File: src/rtl/riscv_definitions.sv
// Shared definitions for the unified memory arbiter.
//   arb_state_t : arbiter FSM states
//   arb_grant_t : result of the IDLE-cycle grant decision
//   NOP_INSTR   : word returned to the fetch port when a transaction is aborted
package riscv_definitions;

  typedef enum logic [1:0] {
    IDLE  = 2'd0,
    BUS_I = 2'd1,
    BUS_D = 2'd2,
    RESP  = 2'd3
  } arb_state_t;

  typedef enum logic {
    GRANT_I = 1'b0,
    GRANT_D = 1'b1
  } arb_grant_t;

  localparam logic [31:0] NOP_INSTR = 32'h0000_0013;

endpackage

File: src/rtl/arb_fairness.sv
// Grant decision and data-streak counter for the unified memory arbiter.
// Only meaningful in IDLE cycles (arb_en high).
// Ports:
//   clk, rst_n   : clock, async active-low reset
//   arb_en       : arbiter is in IDLE and may grant this cycle
//   data_req     : data port requesting
//   fetch_req    : fetch port requesting
//   grant        : which port wins (valid with grant_valid)
//   grant_valid  : a grant is issued this cycle
module arb_fairness
  import riscv_definitions::*;
#(
  parameter int MAX_D_STREAK = 4
) (
  input  logic       clk,
  input  logic       rst_n,
  input  logic       arb_en,
  input  logic       data_req,
  input  logic       fetch_req,
  output arb_grant_t grant,
  output logic       grant_valid
);

  logic [3:0] streak;

  always_comb begin
    grant_valid = arb_en & (data_req | fetch_req);
    // Data wins unless a waiting fetch has already been passed over
    // MAX_D_STREAK times in a row.
    if (data_req && !(fetch_req && (streak == 4'(MAX_D_STREAK))))
      grant = GRANT_D;
    else
      grant = GRANT_I;
  end

  always_ff @(posedge clk or negedge rst_n) begin
    if (!rst_n) begin
      streak <= 4'd0;
    end else if (grant_valid) begin
      if (grant == GRANT_I)
        streak <= 4'd0;
      else if (fetch_req)
        streak <= streak + 4'd1;
    end
  end

endmodule

File: src/rtl/unified_mem_arbiter.sv
// Shares one single-ported, variable-latency memory between the instruction
// fetch port and the data port. Level-held core requests become one memory
// transaction at a time; completion is a one-cycle ready pulse with data.
// Optional feature macro: ARB_TIMEOUT_EN (adds o_bus_err and a wait timeout).
// Ports:
//   clk, rst_n                 : clock, async active-low reset
//   i_inst_*  / o_instr_*      : fetch request (byte enables) and response
//   i_data_*  / o_data_*       : load/store request and response
//   o_mem_* / i_mem_*          : memory side, req held until one-cycle ack
//   o_bus_err (ARB_TIMEOUT_EN) : sticky, set when a transaction times out
//
// state | meaning
// IDLE  | arbitrate between ports, capture winning request
// BUS_I | fetch transaction on memory, waiting for ack
// BUS_D | data transaction on memory, waiting for ack
// RESP  | ready pulse to the served port, requests ignored
module unified_mem_arbiter
  import riscv_definitions::*;
#(
  parameter int ADDR_WIDTH     = 32,
  parameter int DATA_WIDTH     = 32,
  parameter int MAX_D_STREAK   = 4,
  parameter int TIMEOUT_CYCLES = 255
) (
  input  logic                  clk,
  input  logic                  rst_n,
  input  logic [ADDR_WIDTH-1:0] i_inst_addr,
  input  logic [3:0]            i_inst_rd_en,
  output logic                  o_instr_ready,
  output logic [DATA_WIDTH-1:0] o_instr_data,
  input  logic [ADDR_WIDTH-1:0] i_data_addr,
  input  logic [DATA_WIDTH-1:0] i_data_wr,
  input  logic [3:0]            i_data_rd_en_ctrl,
  input  logic                  i_data_rd_en,
  input  logic                  i_data_wr_en,
  output logic                  o_data_ready,
  output logic [DATA_WIDTH-1:0] o_data_rd,
  output logic                  o_mem_req,
  output logic                  o_mem_we,
  output logic [ADDR_WIDTH-1:0] o_mem_addr,
  output logic [DATA_WIDTH-1:0] o_mem_wdata,
  output logic [3:0]            o_mem_be,
  input  logic                  i_mem_ack,
`ifdef ARB_TIMEOUT_EN
  output logic                  o_bus_err,
`endif
  input  logic [DATA_WIDTH-1:0] i_mem_rdata
);

  arb_state_t state;
  arb_grant_t grant;
  logic       grant_valid;
  logic       data_req;
  logic       fetch_req;

  assign data_req  = i_data_rd_en | i_data_wr_en;
  assign fetch_req = |i_inst_rd_en;

  arb_fairness #(
    .MAX_D_STREAK (MAX_D_STREAK)
  ) u_fairness (
    .clk         (clk),
    .rst_n       (rst_n),
    .arb_en      (state == IDLE),
    .data_req    (data_req),
    .fetch_req   (fetch_req),
    .grant       (grant),
    .grant_valid (grant_valid)
  );

`ifdef ARB_TIMEOUT_EN
  localparam int TW = (TIMEOUT_CYCLES > 1) ? $clog2(TIMEOUT_CYCLES) : 1;
  // Down-counter: loaded on grant, abort when it reaches zero without ack.
  logic [TW-1:0] wait_cnt;
`endif

  always_ff @(posedge clk or negedge rst_n) begin
    if (!rst_n) begin
      state         <= IDLE;
      o_instr_ready <= 1'b0;
      o_instr_data  <= '0;
      o_data_ready  <= 1'b0;
      o_data_rd     <= '0;
      o_mem_req     <= 1'b0;
      o_mem_we      <= 1'b0;
      o_mem_addr    <= '0;
      o_mem_wdata   <= '0;
      o_mem_be      <= 4'd0;
`ifdef ARB_TIMEOUT_EN
      wait_cnt      <= '0;
      o_bus_err     <= 1'b0;
`endif
    end else begin
      o_instr_ready <= 1'b0;
      o_data_ready  <= 1'b0;
      case (state)
        IDLE: begin
          if (grant_valid) begin
            o_mem_req <= 1'b1;
`ifdef ARB_TIMEOUT_EN
            wait_cnt  <= TW'(TIMEOUT_CYCLES - 1);
`endif
            if (grant == GRANT_D) begin
              o_mem_addr  <= i_data_addr;
              o_mem_wdata <= i_data_wr;
              o_mem_be    <= i_data_rd_en_ctrl;
              // A simultaneous load+store request is performed as a store.
              o_mem_we    <= i_data_wr_en;
              state       <= BUS_D;
            end else begin
              o_mem_addr  <= i_inst_addr;
              o_mem_wdata <= '0;
              o_mem_be    <= i_inst_rd_en;
              o_mem_we    <= 1'b0;
              state       <= BUS_I;
            end
          end
        end
        BUS_I, BUS_D: begin
          if (i_mem_ack) begin
            o_mem_req <= 1'b0;
            state     <= RESP;
            if (state == BUS_I) begin
              o_instr_ready <= 1'b1;
              o_instr_data  <= i_mem_rdata;
            end else begin
              o_data_ready <= 1'b1;
              o_data_rd    <= o_mem_we ? '0 : i_mem_rdata;
            end
          end
`ifdef ARB_TIMEOUT_EN
          else if (wait_cnt == '0) begin
            o_mem_req <= 1'b0;
            o_bus_err <= 1'b1;
            state     <= RESP;
            if (state == BUS_I) begin
              o_instr_ready <= 1'b1;
              o_instr_data  <= DATA_WIDTH'(NOP_INSTR);
            end else begin
              o_data_ready <= 1'b1;
              o_data_rd    <= '0;
            end
          end else begin
            wait_cnt <= wait_cnt - 1'b1;
          end
`endif
        end
        RESP: begin
          state <= IDLE;
        end
        default: begin
          state <= IDLE;
        end
      endcase
    end
  end

endmodule

File: config.mk
export PLATFORM = sky130hd
export DESIGN_NAME = unified_mem_arbiter
export DESIGN_NICKNAME = d
export VERILOG_FILES = /design/src/rtl/riscv_definitions.sv /design/src/rtl/arb_fairness.sv /design/src/rtl/unified_mem_arbiter.sv
export SDC_FILE = /design/constraint.sdc
export NUM_CORES = 1
export LEC_CHECK = 0
export ABC_AREA = 1
export BUFFER_PORTS_ARGS = -buffer_cell sky130_fd_sc_hd__buf_4
export CAP_MARGIN = 0
export CORE_MARGIN = 2
export CORE_UTILIZATION = 45
export CTS_BUF_LIST = sky130_fd_sc_hd__clkbuf_4 sky130_fd_sc_hd__clkbuf_8
export DETAILED_ROUTE_END_ITERATION = 8
export PLACE_DENSITY = 0.83
export SLEW_MARGIN = 20
export SYNTH_ARGS = -nofsm -noshare
export SYNTH_HDL_FRONTEND = slang
export SYNTH_HIERARCHICAL = 1
export SYNTH_SLANG_ARGS = --single-unit
File: constraint.sdc
create_clock -name clk -period 4.94 [get_ports clk]
set_clock_uncertainty 0.2 [all_clocks]
set_input_delay 0.247 -clock clk [delete_from_list [all_inputs] [get_ports clk]]
set_output_delay 0.247 -clock clk [all_outputs]
set_load 0.01 [all_outputs]
==> metrics.md <==
| Metric | Value |
|---|---|
| Vias in the first global route | between 6,000 and 7,000 |
| Maxcap violations | 0 |
| DRT antenna net count | 0 |
| P&R area growth vs syn | 64.31% |
| # H-tree levels | 4 |
| Clock Power Share | 19.3% |
| Die area | about 0.015 mm^2 |
| Switching part of the total | between 30 and 40% |
| CTS resizes | 0 |
| Clk slew on worst S/H paths | roughly 80 ps |
| CP Max Fanout | just over 100 |
| CP bufs+invs | 5 |
| Mapped Cells | 734 |
| Row count | 42 |
| Final Hold Viols | 0 |
| Grt total ovfl | 0 |
| First drt pass iteration count | 5 |
| Slowest cell delay on critical path | about 710 ps |
| Logic gate share of total power | between 40% and 50% |
| Syn Nets | 880 |
| Initial Util | a little under half |
| Die width | 121.4 um |
| Yosys reg bits | 142 |
| Sw Pwr | 2.289 mW |
| Max-slew violation count | 0 |
| Internal | 3.625 mW |
| CTS tree | done |
| Core Region | between 0.01 and 0.015 mm^2 |
| Cell Chain, Critical Path | dlygate4sd3_1 -> buf_4 -> or2_2 -> o21ai_2 -> inv_1 -> nand2_4 -> inv_4 -> o211ai_1 -> dlygate4sd3_1 -> nand2_1 |
| Rel. slew slack | 32.64% |
| Fin crit share | between 70% and 80% |
| Cell mode on critical path | dlygate4sd3_1 |
| Slowest cell on crit path | nand2_4 |
| Min Tclk post-route | 3487 ps |
| Cell area after placement | 0.008293 mm^2 |
| Yosys Warn Count | 6 |
| Iter 0 DRT Violations | 342 |
| RePlAce Congestion | 0.7798 |
| Worst slew pin tran | 1010 ps |
| Endpoints failing setup | 0 |
| Hold Slack | 200.5 ps |
| DP Cell Count | 1,148 |
| Element type at the critical path end | flop |
| Worst-Skew Late Latency | 440 ps |
| Crit path arrival time | 3620 ps |
| Total track usage | approximately 30% |
| Layout cells sized above 1 | 29.13% |
| Wirelength per Cell | 16.38 um |
| Unique cell type count in the Yosys netlist | 25 |
| Clk root buf | clkbuf_8 |
| Largest net degree at the start of global routing | 102 |
| Vias | 6,654 |
| Cell area power density | ~580 mW/mm^2 |
| CP delay by family, top | buffers and inverters |
| Hold/Removal Path Class | primary input to flop |
| Post-Syn Area | 0.006198 mm^2 |
| Reg power frac | roughly 34% |
| Clock tree buffer depth | 2 |
| Num ports | 277 |
| Vias per cell | 5.041 |
| Nature of the critical path startpoint | primary input |
| Fillers | slightly above 800 |
| Fmax achieved | 0.2868 GHz |
| Status | complete, no violations |
| Finished Cell Area | about 0.010 mm^2 |
| First-pass GRT wire length | 33,440 um |
| Final setup margin | 1453 ps |
| RSZ-0062 raised after global routing | false |
| Setup Fix Bufs, Post-CTS | 0 |
| Die Height | around 120 um |
| Layout Nets | 1,276 |
| Inserted Clock Buffers | 17 |
| Max rail drop VDD | 0.2676 mV |
| Buffers on Ports | 276 |
| Post-DP HPWL | 12,330 um |
| Initial antenna violation count | 1 |
| Mean area per synthesized cell | between 8 and 9 um^2 |
| Critical path class | primary input to flop |
| Final Routed Wirelength | 21,620 um |
| Lkg Pwr | around 5.5 nW |
| Sequential share of the synthesized area | 57.33% |
| TNS Setup | 0 ps |
| Drt drc | 0 |
| Final cell count without fillers | 1,320 |
| Worst Path Required | around 5100 ps |
| CTS Sinks | 142 |
| CTS hold repair buffers | roughly 140 |
| Post-Place Worst Slack | about 2000 ps |
[per-layer routing]
| layer | GRT usage [%] | part of all wire, % | vias to the layer above |
|---|---|---|---|
| li1 | - | - | 3071 |
| met4 | 17.67 | 5.0 | 0 |
| met5 | 0 | 0 | - |
| met1 | 32.44 | 37 | 3158 |
| met2 | 50.46 | 50 | 341 |
| met3 | 8.976 | 8.2 | 84 |
[sequential cells by signal, summed over array words and instances (netlist names)]
name               count
state                  2
u_fairness/streak      4
o_mem_addr            32
o_instr_data          32
o_data_rd             32
o_mem_wdata           32
o_mem_we               1
o_instr_ready          1
o_mem_be               4
o_data_ready           1
o_mem_req              1
[stage by stage]
stage | power [mW] | utilization (%)
floorplan | 3.340 | -
global placement | 4.405 | 62.13
detailed placement | 4.486 | 62.13
CTS | 5.819 | 76.24
global route | 6.290 | 76.30
finish | 5.913 | 76.30
[cell families (layout without fill, tap and decap cells)]
| family | after synthesis | in the layout | share of synthesized area (%) |
|---|---|---|---|
| AOI/OAI and AO/OA | 103 | 103 | 10.48 |
| xor gates and xnor gates | 1 | 1 | 0.1413 |
| adders and majority gates | 5 | 5 | 1.009 |
| buffers and inverters | 99 | 508 | 7.469 |
| DFF | 142 | 142 | 57.33 |
| other | 0 | 1 | 0 |
| and+or+nand+nor | 384 | 384 | 23.58 |
[cell type report]
class	count	area (um^2)	area share [%]
antenna	1	2.502	0.02457
clock buffer	22	284.0	2.789
clock inverter	10	207.7	2.039
inverter	56	215.2	2.113
multi-input combinational	493	2197	21.57
sequential	142	3553	34.89
tap	176	220.2	2.162
timing repair buffer	420	3505	34.41
[cell usage in the layout, fill, tap and decap left out, types with 3 or more instances in the layout]
cell | synthesis | layout
inv_1 | 52 | 52
nor2_1 | 4 | 4
nand2_1 | 369 | 367
dlygate4sd3_1 | 0 | 139
dfrtp_1 | 142 | 142
o211ai_2 | 10 | 10
clkbuf_8 | 0 | 19
o21ai_1 | 15 | 15
nand3_1 | 6 | 6
o211ai_1 | 22 | 22
ha_1 | 5 | 5
clkbuf_4 | 0 | 3
bufinv_16 | 0 | 6
o21ai_0 | 55 | 55
buf_4 | 2 | 280
[cell usage after synthesis]
cell,instances,share of area (%)
nor2_1,4,0.24
nor2_2,1,0.10
or2_2,1,0.10
o21ai_1,15,1.2
buf_1,1,0.060
inv_1,52,3.1
ha_1,5,1.0
o211ai_2,10,2.0
xor2_1,1,0.14
clkbuf_1,17,1.0
dfrtp_1,142,57
buf_6,2,0.36
buf_12,2,0.65
o21ai_0,55,4.4
o21ai_2,1,0.14
buf_8,1,0.24
inv_2,3,0.18
inv_4,1,0.10
o211ai_1,22,2.7
nand2_2,1,0.10
nand2_1,369,22
nand3_1,6,0.48
buf_2,18,1.5
buf_4,2,0.24
nand4_1,2,0.20
[power groups by stage]
stage          Combinational [mW]  Sequential (mW)  Clock, mW
2_1_floorplan                1.13             2.21          0
3_3_place_gp                 2.41             2.00          0
3_5_place_dp                 2.48             2.01          0
4_1_cts                      2.66             2.00       1.16
5_1_grt                      3.00             2.08       1.21
6_report                     2.74             2.03       1.14
[worst paths after layout]
kind	slack [ps]	cells after the start	endpoint	start
max	1450	10	o_mem_addr[26]	i_data_wr_en
min	200	6	u_fairness/streak[3]	i_data_rd_en
max reg2reg	1640	9	o_mem_addr[26]	state[0]
min reg2reg	280	2	o_instr_data[21]	o_instr_data[21]
max in group asynchronous	3120	3	o_instr_data[15]	rst_n
min in group asynchronous	260	2	o_mem_wdata[6]	rst_n
[worst min-delay path: cells and delay by family]
family	cells	cell delay (ps)
buf+inv	1	70
simple gates	5	490
Note: power is estimated with default switching activity, not from simulation.
